## config.mk

```make
export PLATFORM = sky130hd
export DESIGN_NAME = uart_tx_drain_flat
export DESIGN_NICKNAME = d
export VERILOG_FILES = /design/src/rtl/uart_tx_drain_if.sv /design/src/rtl/uart_tx_drain.sv /design/src/flat_wrapper.sv
export SDC_FILE = /design/constraint.sdc
export NUM_CORES = 1
export LEC_CHECK = 0
export CAP_MARGIN = 20
export CORE_UTILIZATION = 60
export CTS_CLUSTER_SIZE = 8
export DETAILED_ROUTE_END_ITERATION = 6
export DONT_BUFFER_PORTS = 1
export PLACE_DENSITY = 0.87
export SLEW_MARGIN = 15
export SYNTH_ARGS = -nofsm -noshare
export SYNTH_HDL_FRONTEND = slang
export SYNTH_SLANG_ARGS = --single-unit
```

## constraint.sdc

```tcl
create_clock -name clk -period 2.4 [get_ports clk]
set_clock_uncertainty 0.05 [all_clocks]
set_input_delay 0.72 -clock clk [delete_from_list [all_inputs] [get_ports clk]]
set_output_delay 0.72 -clock clk [all_outputs]
set_load 0.02 [all_outputs]
```

## src/rtl/uart_tx_drain_if.sv

```systemverilog
// Upstream FIFO pop port plus serial-line status for uart_tx_drain.
// master = FIFO/line side, slave = the transmitter.
interface uart_tx_drain_if;
  logic [7:0] fifo_data;
  logic       fifo_not_empty;
  logic       fifo_read_strobe;
  logic       tx;
  logic       busy;

  modport master (
    output fifo_data,
    output fifo_not_empty,
    input  fifo_read_strobe,
    input  tx,
    input  busy
  );

  modport slave (
    input  fifo_data,
    input  fifo_not_empty,
    output fifo_read_strobe,
    output tx,
    output busy
  );
endinterface

```

## src/rtl/uart_tx_drain.sv

```systemverilog
// Drains a FIFO onto a UART line: 8N1, or 8E1 when UART_TX_PARITY_EN is defined; tx falls the cycle after the pop edge.
// One registered pop strobe per frame; FIFO inputs are ignored while a frame is in flight, one idle cycle between frames.
module uart_tx_drain #(
  parameter logic [15:0] CLKS_PER_BIT = 16'd434
) (
  input logic            clk,
  input logic            reset,
  uart_tx_drain_if.slave tx_if
);

`ifdef UART_TX_PARITY_EN
  typedef enum logic [2:0] {IDLE, START, DATA, PARITY, STOP} state_t;
`else
  typedef enum logic [1:0] {IDLE, START, DATA, STOP} state_t;
`endif

  localparam logic [2:0] LAST_BIT = 3'd7;

  state_t      state_q, state_d;
  logic [15:0] baud_q, baud_d;
  logic [2:0]  bit_q, bit_d;
  logic [7:0]  shift_q, shift_d;
  logic        tx_q, tx_d;
  logic        strobe_q, strobe_d;
  logic        busy_q, busy_d;
`ifdef UART_TX_PARITY_EN
  logic        parity_q, parity_d;
`endif

  logic baud_done;
  assign baud_done = (baud_q == CLKS_PER_BIT - 16'd1);

  always_ff @(posedge clk or posedge reset) begin
    if (reset) begin
      state_q  <= IDLE;
      baud_q   <= '0;
      bit_q    <= '0;
      shift_q  <= '0;
      tx_q     <= 1'b1;
      strobe_q <= 1'b0;
      busy_q   <= 1'b0;
`ifdef UART_TX_PARITY_EN
      parity_q <= 1'b0;
`endif
    end else begin
      state_q  <= state_d;
      baud_q   <= baud_d;
      bit_q    <= bit_d;
      shift_q  <= shift_d;
      tx_q     <= tx_d;
      strobe_q <= strobe_d;
      busy_q   <= busy_d;
`ifdef UART_TX_PARITY_EN
      parity_q <= parity_d;
`endif
    end
  end

  // tx_d is the line level for the state being entered, so tx stays registered
  always_comb begin
    state_d  = state_q;
    baud_d   = baud_q + 16'd1;
    bit_d    = bit_q;
    shift_d  = shift_q;
    tx_d     = tx_q;
    strobe_d = 1'b0;
`ifdef UART_TX_PARITY_EN
    parity_d = parity_q;
`endif

    case (state_q)
      IDLE: begin
        baud_d = '0;
        tx_d   = 1'b1;
        if (tx_if.fifo_not_empty) begin
          shift_d  = tx_if.fifo_data;
          bit_d    = '0;
          strobe_d = 1'b1;
          tx_d     = 1'b0;
          state_d  = START;
`ifdef UART_TX_PARITY_EN
          parity_d = ^tx_if.fifo_data;
`endif
        end
      end

      START: begin
        if (baud_done) begin
          baud_d  = '0;
          tx_d    = shift_q[0];
          state_d = DATA;
        end
      end

      DATA: begin
        if (baud_done) begin
          baud_d = '0;
          if (bit_q == LAST_BIT) begin
`ifdef UART_TX_PARITY_EN
            tx_d    = parity_q;
            state_d = PARITY;
`else
            tx_d    = 1'b1;
            state_d = STOP;
`endif
          end else begin
            bit_d   = bit_q + 3'd1;
            shift_d = shift_q >> 1;
            tx_d    = shift_q[1];
          end
        end
      end

`ifdef UART_TX_PARITY_EN
      PARITY: begin
        if (baud_done) begin
          baud_d  = '0;
          tx_d    = 1'b1;
          state_d = STOP;
        end
      end
`endif

      STOP: begin
        if (baud_done) begin
          baud_d  = '0;
          tx_d    = 1'b1;
          state_d = IDLE;
        end
      end

      default: begin
        baud_d  = '0;
        tx_d    = 1'b1;
        state_d = IDLE;
      end
    endcase

    busy_d = (state_d != IDLE);
  end

  assign tx_if.fifo_read_strobe = strobe_q;
  assign tx_if.tx               = tx_q;
  assign tx_if.busy             = busy_q;

endmodule

```

## src/flat_wrapper.sv

```systemverilog
// flat-port wrapper written by rule: the top's interface ports become plain ports
module uart_tx_drain_flat 
#(
  parameter logic [15:0] CLKS_PER_BIT = 16'd434
)
  (clk, reset, tx_if_fifo_data, tx_if_fifo_not_empty, tx_if_fifo_read_strobe, tx_if_tx, tx_if_busy);
  uart_tx_drain_if tx_if_i ();
  input logic clk;
  input logic reset;
  input wire logic [$bits(tx_if_i.fifo_data)-1:0] tx_if_fifo_data;
  input wire logic [$bits(tx_if_i.fifo_not_empty)-1:0] tx_if_fifo_not_empty;
  output wire logic [$bits(tx_if_i.fifo_read_strobe)-1:0] tx_if_fifo_read_strobe;
  output wire logic [$bits(tx_if_i.tx)-1:0] tx_if_tx;
  output wire logic [$bits(tx_if_i.busy)-1:0] tx_if_busy;
  assign tx_if_i.fifo_data = tx_if_fifo_data;
  assign tx_if_i.fifo_not_empty = tx_if_fifo_not_empty;
  assign tx_if_fifo_read_strobe = tx_if_i.fifo_read_strobe;
  assign tx_if_tx = tx_if_i.tx;
  assign tx_if_busy = tx_if_i.busy;
  uart_tx_drain #(.CLKS_PER_BIT(CLKS_PER_BIT)) u_core (.clk(clk), .reset(reset), .tx_if(tx_if_i));
endmodule
```

==> flow_metrics.env <==
export IMPL_ir_drop_mv=0.673
export IMPL_grt_overflow=0
export IMPL_seq_area_sq_um=802
export IMPL_required_ps=2560
export IMPL_fmax_mhz=510
export IMPL_fin_crit_sh_pct=81.8
export IMPL_multi_input_area_sq_um=779
export IMPL_yosys_register_bits=32
export IMPL_ctsHtreeMaxLevel=2
export IMPL_die_h_um=54.3
export IMPL_cts_buffers=5
export IMPL_cts_buffer_depth=2
export IMPL_arrival_ps=2120
export IMPL_final_nets=175
export IMPL_drt_initial_drc_count=38
export IMPL_drv_slew=0
export IMPL_post_cts_resize_count=0
export IMPL_dpl_cell_area_sq_um=1650
export IMPL_die_x_um=54.3
export IMPL_pwr_share_seq_pct=56.2
export IMPL_first_pass_iters=4
export IMPL_yosys_warnings=0
export IMPL_synth_area_leaders="dfrtp_1, nor2_1, xnor2_1"
export IMPL_finalSetupViolCount=0
export IMPL_synthDominantCellAreaShare_pct=47.3
export IMPL_endpoint_kind="flip-flop"
export IMPL_stdcell_area_sq_um=1710
export IMPL_postRouteWirelength_um=2920
export IMPL_grt_max_degree=33
export IMPL_intPower_uw=891
export IMPL_clock_sinks=32
export IMPL_num_vias=1174
export IMPL_initial_core_util_pct=65.1
export IMPL_synth_commonest_cells="nor2_1, dfrtp_1, xnor2_1"
export IMPL_ios=14
export IMPL_core_area_sq_um=2520
export IMPL_period_needed_ps=1960
export IMPL_slew_headroom_pct=51.5
export IMPL_ctsHoldBuffers=0
export IMPL_p_leak_uw=0.000714
export IMPL_ys_seq_area_share_pct=48.9
export IMPL_synth_area_sq_um=1640
export IMPL_synth_enable_flop_cells=0
export IMPL_synth_nets=173
export IMPL_crit_top_cell="ha_1"
export IMPL_clkPwrFrac_pct=24.5
export IMPL_clk_pin_slew_ps=90
export IMPL_status="complete, no violations"
export IMPL_combPwrFrac_pct=19.3
export IMPL_diodes=0
export IMPL_grt_total_usage_pct=22.9
export IMPL_hold_viol=0
export IMPL_p_sw_uw=390
export IMPL_clk_insertion_delay_late_ps=330
export IMPL_place_congestion=0.811
export IMPL_synth_cell_type_count=36
export IMPL_yosys_area_top_type="dfrtp_1"
export IMPL_cp_top_family="compound AO/OA/AOI/OAI gates"
export IMPL_ant_nets=0
export IMPL_area_growth_pct=4.27
export IMPL_critPathBufInv=0
export IMPL_drive_above_1_share_pct=11.2
export IMPL_syn_area_per_cell_sq_um=10.4
export IMPL_rsz0062_at_grt="false"
export IMPL_wl_per_cell_um=15.3
export IMPL_hp_class="input port to asynchronous set/reset pin"
export IMPL_setup_tns_ps=0
export IMPL_postCtsSetupRepairBufs=0
export IMPL_cts_tree="done"
export IMPL_ys_flop_type="dfrtp_1"
export IMPL_drc=0
export IMPL_cp_max_fo=10
export IMPL_yosysMostFrequentCell="nor2_1"
export IMPL_die_area_sq_um=2950
export IMPL_crit_chain="ha_1 -> ha_1 -> a211o_1 -> a21o_1 -> mux2_4"
export IMPL_pwr_density_cell_nw_per_um2=748
export IMPL_grt_pass1_wl_um=4680
export IMPL_crit_type="flip-flop to flip-flop"
export IMPL_worst_pin_slew_ps=727
export IMPL_cts_root_buffer="clkbuf_4"
export IMPL_cpMaxStageDelayCell="a211o_1"
export IMPL_async_flop_share_pct=100
export IMPL_crit_path_start_kind="flip-flop"
export IMPL_nFillCells=200
export IMPL_switching_share_pct=30.4
export IMPL_place_hpwl_um=2040
export IMPL_netlist_instances=158
export IMPL_cap_violations=0
export IMPL_grt_pass1_vias=1064
export IMPL_final_util_pct=67.9
export IMPL_antenna_found_initial=0
export IMPL_cpPeakStageDelay_ps=450
export IMPL_io_buffers=0
export IMPL_vias_per_cell=6.15
export IMPL_rows=18
-- worst paths after layout --
kind / slack [ps] / from / cells past startpoint / end
setup reg to reg: 440 / u_core.bit_q[0] / 5 / u_core.bit_q[0]
hold / removal: 310 / reset / 2 / u_core.baud_q[1]
hold reg to reg: 460 / u_core.shift_q[7] / 1 / u_core.shift_q[7]
setup / recovery: 440 / u_core.bit_q[0] / 5 / u_core.bit_q[0]
max in group asynchronous: 1670 / reset / 2 / u_core.tx_if.tx
min in group clk: 460 / u_core.shift_q[7] / 1 / u_core.shift_q[7]
-- power groups by stage --
stage          sequential [uW]  clock, uW  combinational (uW)
6_report                   719        314                 247
3_3_place_gp               722          0                 239
3_5_place_dp               728          0                 248
4_1_cts                    719        325                 250
2_1_floorplan              703          0                 216
5_1_grt                    730        339                 284
-- flip-flops by register name, indices dropped and copies added, names as in the netlist --
| signal | flops |
|---|---|
| u_core.baud_q | 16 |
| u_core.bit_q | 3 |
| u_core.shift_q | 8 |
| u_core.state_q | 2 |
| u_core.tx_if.busy | 1 |
| u_core.tx_if.fifo_read_strobe | 1 |
| u_core.tx_if.tx | 1 |
-- metrics by stage --
stage	setup WS (ps)	cells	total power, uW	hold WS [ps]
2_1_floorplan	576	158	920	417
3_3_place_gp	512	183	961	446
3_5_place_dp	449	183	975	434
4_1_cts	433	191	1290	315
5_1_grt	350	191	1350	332
6_report	437	191	1280	306
-- area by class of cell --
type	instances	share of cell area [%]
Multi-Input combinational cell	114	45.5
Tap cell	30	2.19
Clock buffer	8	3.44
Timing Repair Buffer	2	0.877
Sequential cell	32	46.9
Inverter	5	1.10
-- worst register-to-register path: stages (launching register included) --
cell and delay (ps):
dfrtp_1 410, ha_1 210, ha_1 210, a211o_1 450, a21o_1 260, mux2_4 270
-- logic make-up (layout without fill, tap and decap cells) --
logic type,after synthesis,count (layout),synth area share [%]
and+or+nand+nor,68,68,23.1
muxes,2,2,1.60
buffers and inverters,12,15,3.66
adders and majority gates,4,4,3.05
DFF,32,32,48.9
AOI/OAI and AO/OA,25,25,11.7
xor gates and xnor gates,15,15,8.00
-- cell usage in the layout (no fill, tap or decap), types with 2 or more instances in the layout --
cell      netlist  final
dfrtp_1        31     31
buf_4           3      2
clkbuf_4        0      5
clkbuf_1        0      2
nor2b_1         2      2
nor3_1          5      5
o22a_1          7      7
and4_1          2      2
nor2_1         36     36
xnor2_1        14     14
nand3_1         4      4
nand4_1         3      3
nor3_2          2      2
nor4_1          4      4
nand2_1         4      4
ha_1            4      4
a22o_1          3      3
inv_1           5      5
a21oi_1         8      8
-- routing by layer --
| layer | routed length [um] | global-route usage [%] | up-vias | share of wire, % |
|---|---|---|---|---|
| li1 | - | - | 554 | - |
| met1 | 1310 | 28.1 | 583 | 45 |
| met2 | 1440 | 36.8 | 33 | 49 |
| met3 | 124 | 5.28 | 4 | 4.2 |
| met4 | 41 | 12.8 | 0 | 1.4 |
| met5 | 0 | 0 | - | 0 |
(Power assumes the default switching activity.)
